File: config.mk
export PLATFORM = sky130hd
export DESIGN_NAME = freq_meter_scheduler
export DESIGN_NICKNAME = d
export VERILOG_FILES = /design/src/rtl/freq_meter_scheduler.sv
export SDC_FILE = /design/constraint.sdc
export NUM_CORES = 1
export LEC_CHECK = 0
export CORE_ASPECT_RATIO = 1.1
export CORE_MARGIN = 10
export CORE_UTILIZATION = 25
export CTS_BUF_LIST = sky130_fd_sc_hd__clkbuf_4
export CTS_CLUSTER_SIZE = 16
export DETAILED_ROUTE_END_ITERATION = 10
export GPL_TIMING_DRIVEN = 0
export PLACE_DENSITY_LB_ADDON = 0.08
export SYNTH_ARGS = -nofsm -noshare
export SYNTH_HDL_FRONTEND = slang
export SYNTH_SLANG_ARGS = --single-unit
File: constraint.sdc
create_clock -name sys_clk_i -period 6.1 [get_ports sys_clk_i]
set_input_delay 0.915 -clock sys_clk_i [delete_from_list [all_inputs] [get_ports sys_clk_i]]
set_output_delay 0.915 -clock sys_clk_i [all_outputs]
set_load 0.1 [all_outputs]
File: src/rtl/freq_meter_scheduler.sv
// Round-robin scheduler that time-shares one frequency-meter core across NUM_CH channels.
// It drives the clock-mux select, sequences settle/start/wait, and keeps a per-channel result bank.
module freq_meter_scheduler #(
    parameter int NUM_CH      = 4,
    parameter int CH_W        = $clog2(NUM_CH),
    parameter int FREQ_W      = 34,
    parameter int SETTLE_CYC  = 16,
    parameter int TIMEOUT_CYC = 150_000_000
) (
    input  logic              sys_clk_i,
    input  logic              sys_rst_i,
    input  logic              run_i,
    input  logic [NUM_CH-1:0] ch_en_i,
    output logic [CH_W-1:0]   ch_sel_o,
    output logic              meas_start_o,
    input  logic              meas_done_i,
    input  logic [FREQ_W-1:0] meas_freq_i,
    output logic              upd_valid_o,
    output logic [CH_W-1:0]   upd_ch_o,
    output logic [FREQ_W-1:0] upd_freq_o,
    input  logic [CH_W-1:0]   rd_ch_i,
    output logic [FREQ_W-1:0] rd_freq_o,
    output logic [NUM_CH-1:0] ch_timeout_o,
    output logic              busy_o
);

    localparam int SET_W  = (SETTLE_CYC > 1) ? $clog2(SETTLE_CYC) : 1;
    localparam int WAIT_W = $clog2(TIMEOUT_CYC);

    typedef enum logic [2:0] {
        ST_IDLE,
        ST_SELECT,
        ST_SETTLE,
        ST_START,
        ST_WAIT,
        ST_STORE
    } state_e;

    state_e              state_q;
    logic [CH_W-1:0]     ch_sel_q;
    logic [CH_W-1:0]     last_q;
    logic [SET_W-1:0]    settle_cnt_q;
    logic [WAIT_W-1:0]   wait_cnt_q;
    logic                meas_start_q;
    logic                upd_valid_q;
    logic [CH_W-1:0]     upd_ch_q;
    logic [FREQ_W-1:0]   upd_freq_q;
    logic [FREQ_W-1:0]   rd_freq_q;
    logic [NUM_CH-1:0]   ch_timeout_q;
    logic                busy_q;
    logic [FREQ_W-1:0]   bank_q [NUM_CH];

    logic [CH_W-1:0]     sel_d;
    logic                found_d;
    logic [CH_W-1:0]     idx;

    // First enabled channel after the last one served, wrapping around.
    // NOTE: every variable written here gets a default first, so no latch is inferred.
    always_comb begin
        sel_d   = ch_sel_q;
        found_d = 1'b0;
        idx     = '0;
        for (int i = 1; i <= NUM_CH; i++) begin
            idx = CH_W'((int'(last_q) + i) % NUM_CH);
            if (!found_d && ch_en_i[idx]) begin
                sel_d   = idx;
                found_d = 1'b1;
            end
        end
    end

    always_ff @(posedge sys_clk_i) begin
        if (sys_rst_i) begin
            state_q      <= ST_IDLE;
            ch_sel_q     <= '0;
            last_q       <= CH_W'(NUM_CH - 1);
            settle_cnt_q <= '0;
            wait_cnt_q   <= '0;
            meas_start_q <= 1'b0;
            upd_valid_q  <= 1'b0;
            upd_ch_q     <= '0;
            upd_freq_q   <= '0;
            rd_freq_q    <= '0;
            ch_timeout_q <= '0;
            busy_q       <= 1'b0;
            // NOTE: the result bank is a small register file that must read 0 after reset,
            // so it is cleared here rather than left as an unreset RAM.
            for (int i = 0; i < NUM_CH; i++) begin
                bank_q[i] <= '0;
            end
        end else begin
            meas_start_q <= 1'b0;
            upd_valid_q  <= 1'b0;
            rd_freq_q    <= bank_q[rd_ch_i];

            case (state_q)
                ST_IDLE: begin
                    if (run_i && (ch_en_i != '0)) begin
                        state_q <= ST_SELECT;
                        busy_q  <= 1'b1;
                    end
                end
                ST_SELECT: begin
                    if (found_d) begin
                        ch_sel_q     <= sel_d;
                        settle_cnt_q <= '0;
                        state_q      <= ST_SETTLE;
                    end else begin
                        state_q <= ST_IDLE;
                        busy_q  <= 1'b0;
                    end
                end
                ST_SETTLE: begin
                    if (settle_cnt_q == SET_W'(SETTLE_CYC - 1)) begin
                        meas_start_q <= 1'b1;
                        state_q      <= ST_START;
                    end else begin
                        settle_cnt_q <= settle_cnt_q + SET_W'(1);
                    end
                end
                ST_START: begin
                    wait_cnt_q <= '0;
                    state_q    <= ST_WAIT;
                end
                ST_WAIT: begin
                    // A done pulse on the final timeout cycle still counts as a result.
                    if (meas_done_i) begin
                        upd_valid_q <= 1'b1;
                        upd_ch_q    <= ch_sel_q;
                        upd_freq_q  <= meas_freq_i;
                        state_q     <= ST_STORE;
                    end else if (wait_cnt_q == WAIT_W'(TIMEOUT_CYC - 1)) begin
                        ch_timeout_q[ch_sel_q] <= 1'b1;
                        last_q                 <= ch_sel_q;
                        state_q                <= run_i ? ST_SELECT : ST_IDLE;
                        busy_q                 <= run_i;
                    end else begin
                        wait_cnt_q <= wait_cnt_q + WAIT_W'(1);
                    end
                end
                ST_STORE: begin
                    bank_q[ch_sel_q]       <= upd_freq_q;
                    ch_timeout_q[ch_sel_q] <= 1'b0;
                    last_q                 <= ch_sel_q;
                    state_q                <= run_i ? ST_SELECT : ST_IDLE;
                    busy_q                 <= run_i;
                end
                default: begin
                    state_q <= ST_IDLE;
                    busy_q  <= 1'b0;
                end
            endcase
        end
    end

    assign ch_sel_o     = ch_sel_q;
    assign meas_start_o = meas_start_q;
    assign upd_valid_o  = upd_valid_q;
    assign upd_ch_o     = upd_ch_q;
    assign upd_freq_o   = upd_freq_q;
    assign rd_freq_o    = rd_freq_q;
    assign ch_timeout_o = ch_timeout_q;
    assign busy_o       = busy_q;

endmodule

Yosys cells after proc, flatten, opt, wreduce, memory -nomap -nowiden:

Memories as Yosys holds them, arrays and structs flattened. A register that Yosys moved wholly into a read port is not among the register bits.
Index checks and enable logic that the tools add are counted.

* add/sub/neg operators: 6
* $lt $le $gt $ge: 6
* equality and inequality tests: 16
* multiplexer cells: 52
* bitwise operators: 6
* reductions and logical operators: 25

Operators with widths (count)
* 2-to-1 mux 28 bit: 2
* one-hot mux 28 bit (2 select lines): 1
* 2-to-1 mux 34 bit: 1
* OR reduction 34 bit: 1
* adder 28 x 1 -> 28 bit (second input constant): 1
* equality test 28 bit (second input constant): 1
* 2-to-1 mux 1 bit: 22
* one-hot mux 3 bit (6 select lines): 1
* 2-to-1 mux 2 bit: 8
* 2-to-1 mux 4 bit: 4
* != test 2 bit (second input constant): 8
* one-hot mux 4 bit (2 select lines): 2
* less-than comparator 2 x 3 -> 1 bit (second input constant): 5
* AND reduction 3 bit: 5
* 2-to-1 mux 3 bit: 4
* binary-select mux 1 bit (select 2 bit): 4
* nonzero test 4 bit: 2
* equality test 3 x 2 -> 1 bit (second input constant): 2
* equality test 3 bit (second input constant): 2
* nonzero test 2 bit: 3
* OR reduction 2 bit: 3
* logical AND 1 bit: 5
* one-hot mux 1 bit (5 select lines): 1
* AND reduction 5 bit: 1
* other kinds (16): 22

* flip-flop bits (word level): 82
* memory bits (writable): 136
* input bits: 44
* output and inout port bits: 79
* word-level logic and storage cells: 123
* memories kept: 1

Memory list
* bank_q: depth 4, bits a word 34, read ports 1, clocked after Yosys merged registers in 1, wr ports 4, line 51 `logic [FREQ_W-1:0] bank_q [NUM_CH];`

Depth between registers and ports, before layout:

* depth in word-level cells: 15
* gate-level depth with buffers: 9
* gate-level depth less buffers: 6

Least setup slack after synthesis:

No wires, ideal clock.

* kind: reg-to-reg
* start point: register ch_sel_q[1], in the netlist ch_sel_o[1]
* end point: memory bank_q[2][0] (enable)
* setup time: 434 ps
* arrival: 3153 ps
* data required time: 5666 ps
* setup slack: 2512 ps
* cell stages (with the launch flop): 4
* path buffers: 1
* clock period less this slack: 3588 ps
* path through: dfxtp_1 -> clkbuf_1 -> nand2_1 -> o21bai_1

RTL lines
* from (decl): line 40 `logic [CH_W-1:0] ch_sel_q;`
* from (signal assigned): line 105 `ch_sel_q <= sel_d;`
* to (decl): line 51

==> metrics.txt <==
sw frac 25.9%; maximum VDD drop 0.0968 mV; f_max 0.283 GHz; Yosys reg bits 252; die extent in y 234 um; number of clock sinks 252; synth warn 0; layout cells sized above 1 17.6%; Worst-Margin Slew 1.20 ns; unrepaired setup endpoints after global routing no; Mapped Avg Cell Area 11.5 um^2; CTS tree done; PostCTS Resize Cnt 0; H-Tree Depth 3; crit path time final 3.54 ns; Mapped Cells 906; die area 50300 um^2; combinational power share 10.1%; Area Growth Syn to Fin 29.1%; Yosys top cell by area edfxtp_1; final WL 31.5 mm; initial core utilization 25.3%; via count 7455; Int Pwr 0.00301 W; endpoint class of the critical path flop; Worst-Skew Late Latency 0.73 ns; critical path class flop to flop; antenna violations before repair 1; post-synth top area share 39.2%; DP Wirelength 21.1 mm; # IOs 123; number of global-route vias before repair 7922; status complete, no violations; largest cells by area after synthesis edfxtp_1 (39%), dfxtp_1 (22%), mux4_2 (7.3%); global route total overflow 0; GRT Total Usage 12.6%; worst endpoint required time 6.41 ns; num rows 78; CTS Buf Count 76; Async SR Flop Fraction 0%; final hold violation count 0; smallest hold slack 0.448 ns; switching pwr 0.00105 W; maximum fanout along the worst path 35; fin nets 1151; final setup vio count 0; register area share after synthesis 61.5%; Worst Path Arrival 3.84 ns; Post-synth EDFFs 136; port buffer count 118; register-to-register setup slack 2.56 ns; Mapped Area 10400 um^2; Detailed Route Iter0 Violations 396; area of the multi-input gates 3600 um^2; clk_skew 0.0423 ns; Hold Path Class flop to flop; register area 6410 um^2; Synth Flop Type edfxtp_1; sequential power share 45.7%; CTS max path bufs 3; Setup TNS 0 ns; Slew Limit Headroom 19.7%; startpoint types flop; leakage power 4.97 nW; Die Wd 215 um; post-CTS setup buffers 0; final slew viol count 0; drt first pass iters 5; clk slew on worst S/H paths 0.06 ns; vias per cell 4.32; fin crit share 58.0%; largest net degree at the start of global routing 36; Cell variety after synth 58; global-route wire length before repair 48.2 mm; max incr delay on CP 1.06 ns; Max Cap Viol 0; root buffer cell clkbuf_4; Routed Antenna Nets 0; core area 41200 um^2; gpl congestion 0.727; worst path cell trace clkbuf_1, nor2b_1, buf_2, nand2_1, nor4_2, or2_2; Power Density 302 nW/um^2; Layout fillers 4302; slowest CP cell or2_2; residual DRC count 0; cts hold-fix bufs 0; Cells after DPL 1587; DR WL/cell 18.3 um; Synthesized Nets 952; Clk pwr share 44.2%; Final Instance Count excl. Fillers 1724
per-stage QoR:
| step | setup WS [ns] | power [W] | utilization, % | area, um^2 |
|---|---|---|---|---|
| finish | 2.56 | 0.00406 | 32.7 | 13500 |
| detailed placement | 2.39 | 0.00232 | 30.1 | 12400 |
| global route | 2.24 | 0.00427 | 32.7 | 13400 |
| floorplan | 2.51 | 0.00216 | - | 10400 |
| global placement | 1.14 | 0.00231 | 29.9 | 12300 |
| CTS | 2.44 | 0.00416 | 32.6 | 13400 |
worst paths after layout:
path / start / to / depth (start not counted)
setup / recovery: state_q[2] / bank_q[1][16] / 6
hold / removal: flop / flop / 2
setup reg to reg: state_q[2] / bank_q[1][16] / 6
hold reg to reg: flop / flop / 2
sequential cells by signal, indices dropped and copies added (netlist names), named ones only:
register and count:
bank_q 136, settle_cnt_q 4, wait_cnt_q 28, meas_start_o 1
state_q 3, upd_freq_o 34, busy_o 1, rd_freq_o 34
ch_sel_o 2, upd_valid_o 1, upd_ch_o 2, last_q 2
layout make-up:
cell class                      instances  area share [%]
Buffer                                 57            2.07
Multi-Input combinational cell        555            26.8
Sequential cell                       252            47.6
Antenna cell                            2          0.0372
Tap cell                              560            5.21
Timing Repair Buffer                  121            9.23
Clock buffer                          126            7.03
Clock inverter                          9           0.837
Inverter                               42            1.17
cell usage after synthesis (all sizes together) (9+ instances only):
master	n
xnor2	10
nor2b	41
xor2	9
a21oi	55
mux4	34
nor3	12
and2	39
nand4	16
clkbuf	35
dfxtp	116
edfxtp	136
buf	22
nand3	12
nor4	12
nor2	105
inv	42
and3	9
o31ai	10
nand2	123
layer usage:
layer	routed length, um	GRT usage [%]
met5	0	0
met4	630	4.97
met3	1810	3.48
met2	15300	20.9
met1	13800	15.4
cell families after synthesis:
group	synth area share, %
multiplexers	7.65
XOR/XNOR	1.60
adder cells (fa/ha/maj)	0.240
AO/OA/AOI/OAI	5.38
AND/OR/NAND/NOR	19.5
flip-flops	61.5
buffers and inverters	4.18
worst max-delay path, delay by kind of cell, from the launching register on:
family                 cells  cell delay (ns)
AND/OR/NAND/NOR            4             2.24
flip-flops                 1             0.35
buffers and inverters      2             0.49
cells in the final DEF (no fill, tap or decap), types with 7 or more instances in the layout:
cell	netlist	final
o21ai_0	7	7
xor2_1	9	9
clkbuf_1	33	33
and2_1	39	39
mux4_2	34	34
nand4_1	15	15
nand2_1	123	123
inv_1	42	42
clkdlybuf4s50_1	0	118
a21oi_1	55	55
nor4_1	10	10
nor2_1	105	105
or4_1	8	8
xnor2_1	10	10
clkbuf_4	0	126
nand3_1	12	12
dfxtp_1	116	116
and3_1	8	8
edfxtp_1	136	136
o31ai_1	10	10
nor3_1	11	11
buf_2	13	13
nor2b_1	41	41
power groups by stage:
stage               combinational, W  sequential, W  clock, W
global route                0.000438        0.00186   0.00197
CTS                         0.000420        0.00186   0.00188
finish                      0.000411        0.00186   0.00179
detailed placement          0.000420        0.00190         0
floorplan                   0.000146        0.00202         0
global placement            0.000413        0.00190         0
Power figures use the tool's default switching activity.
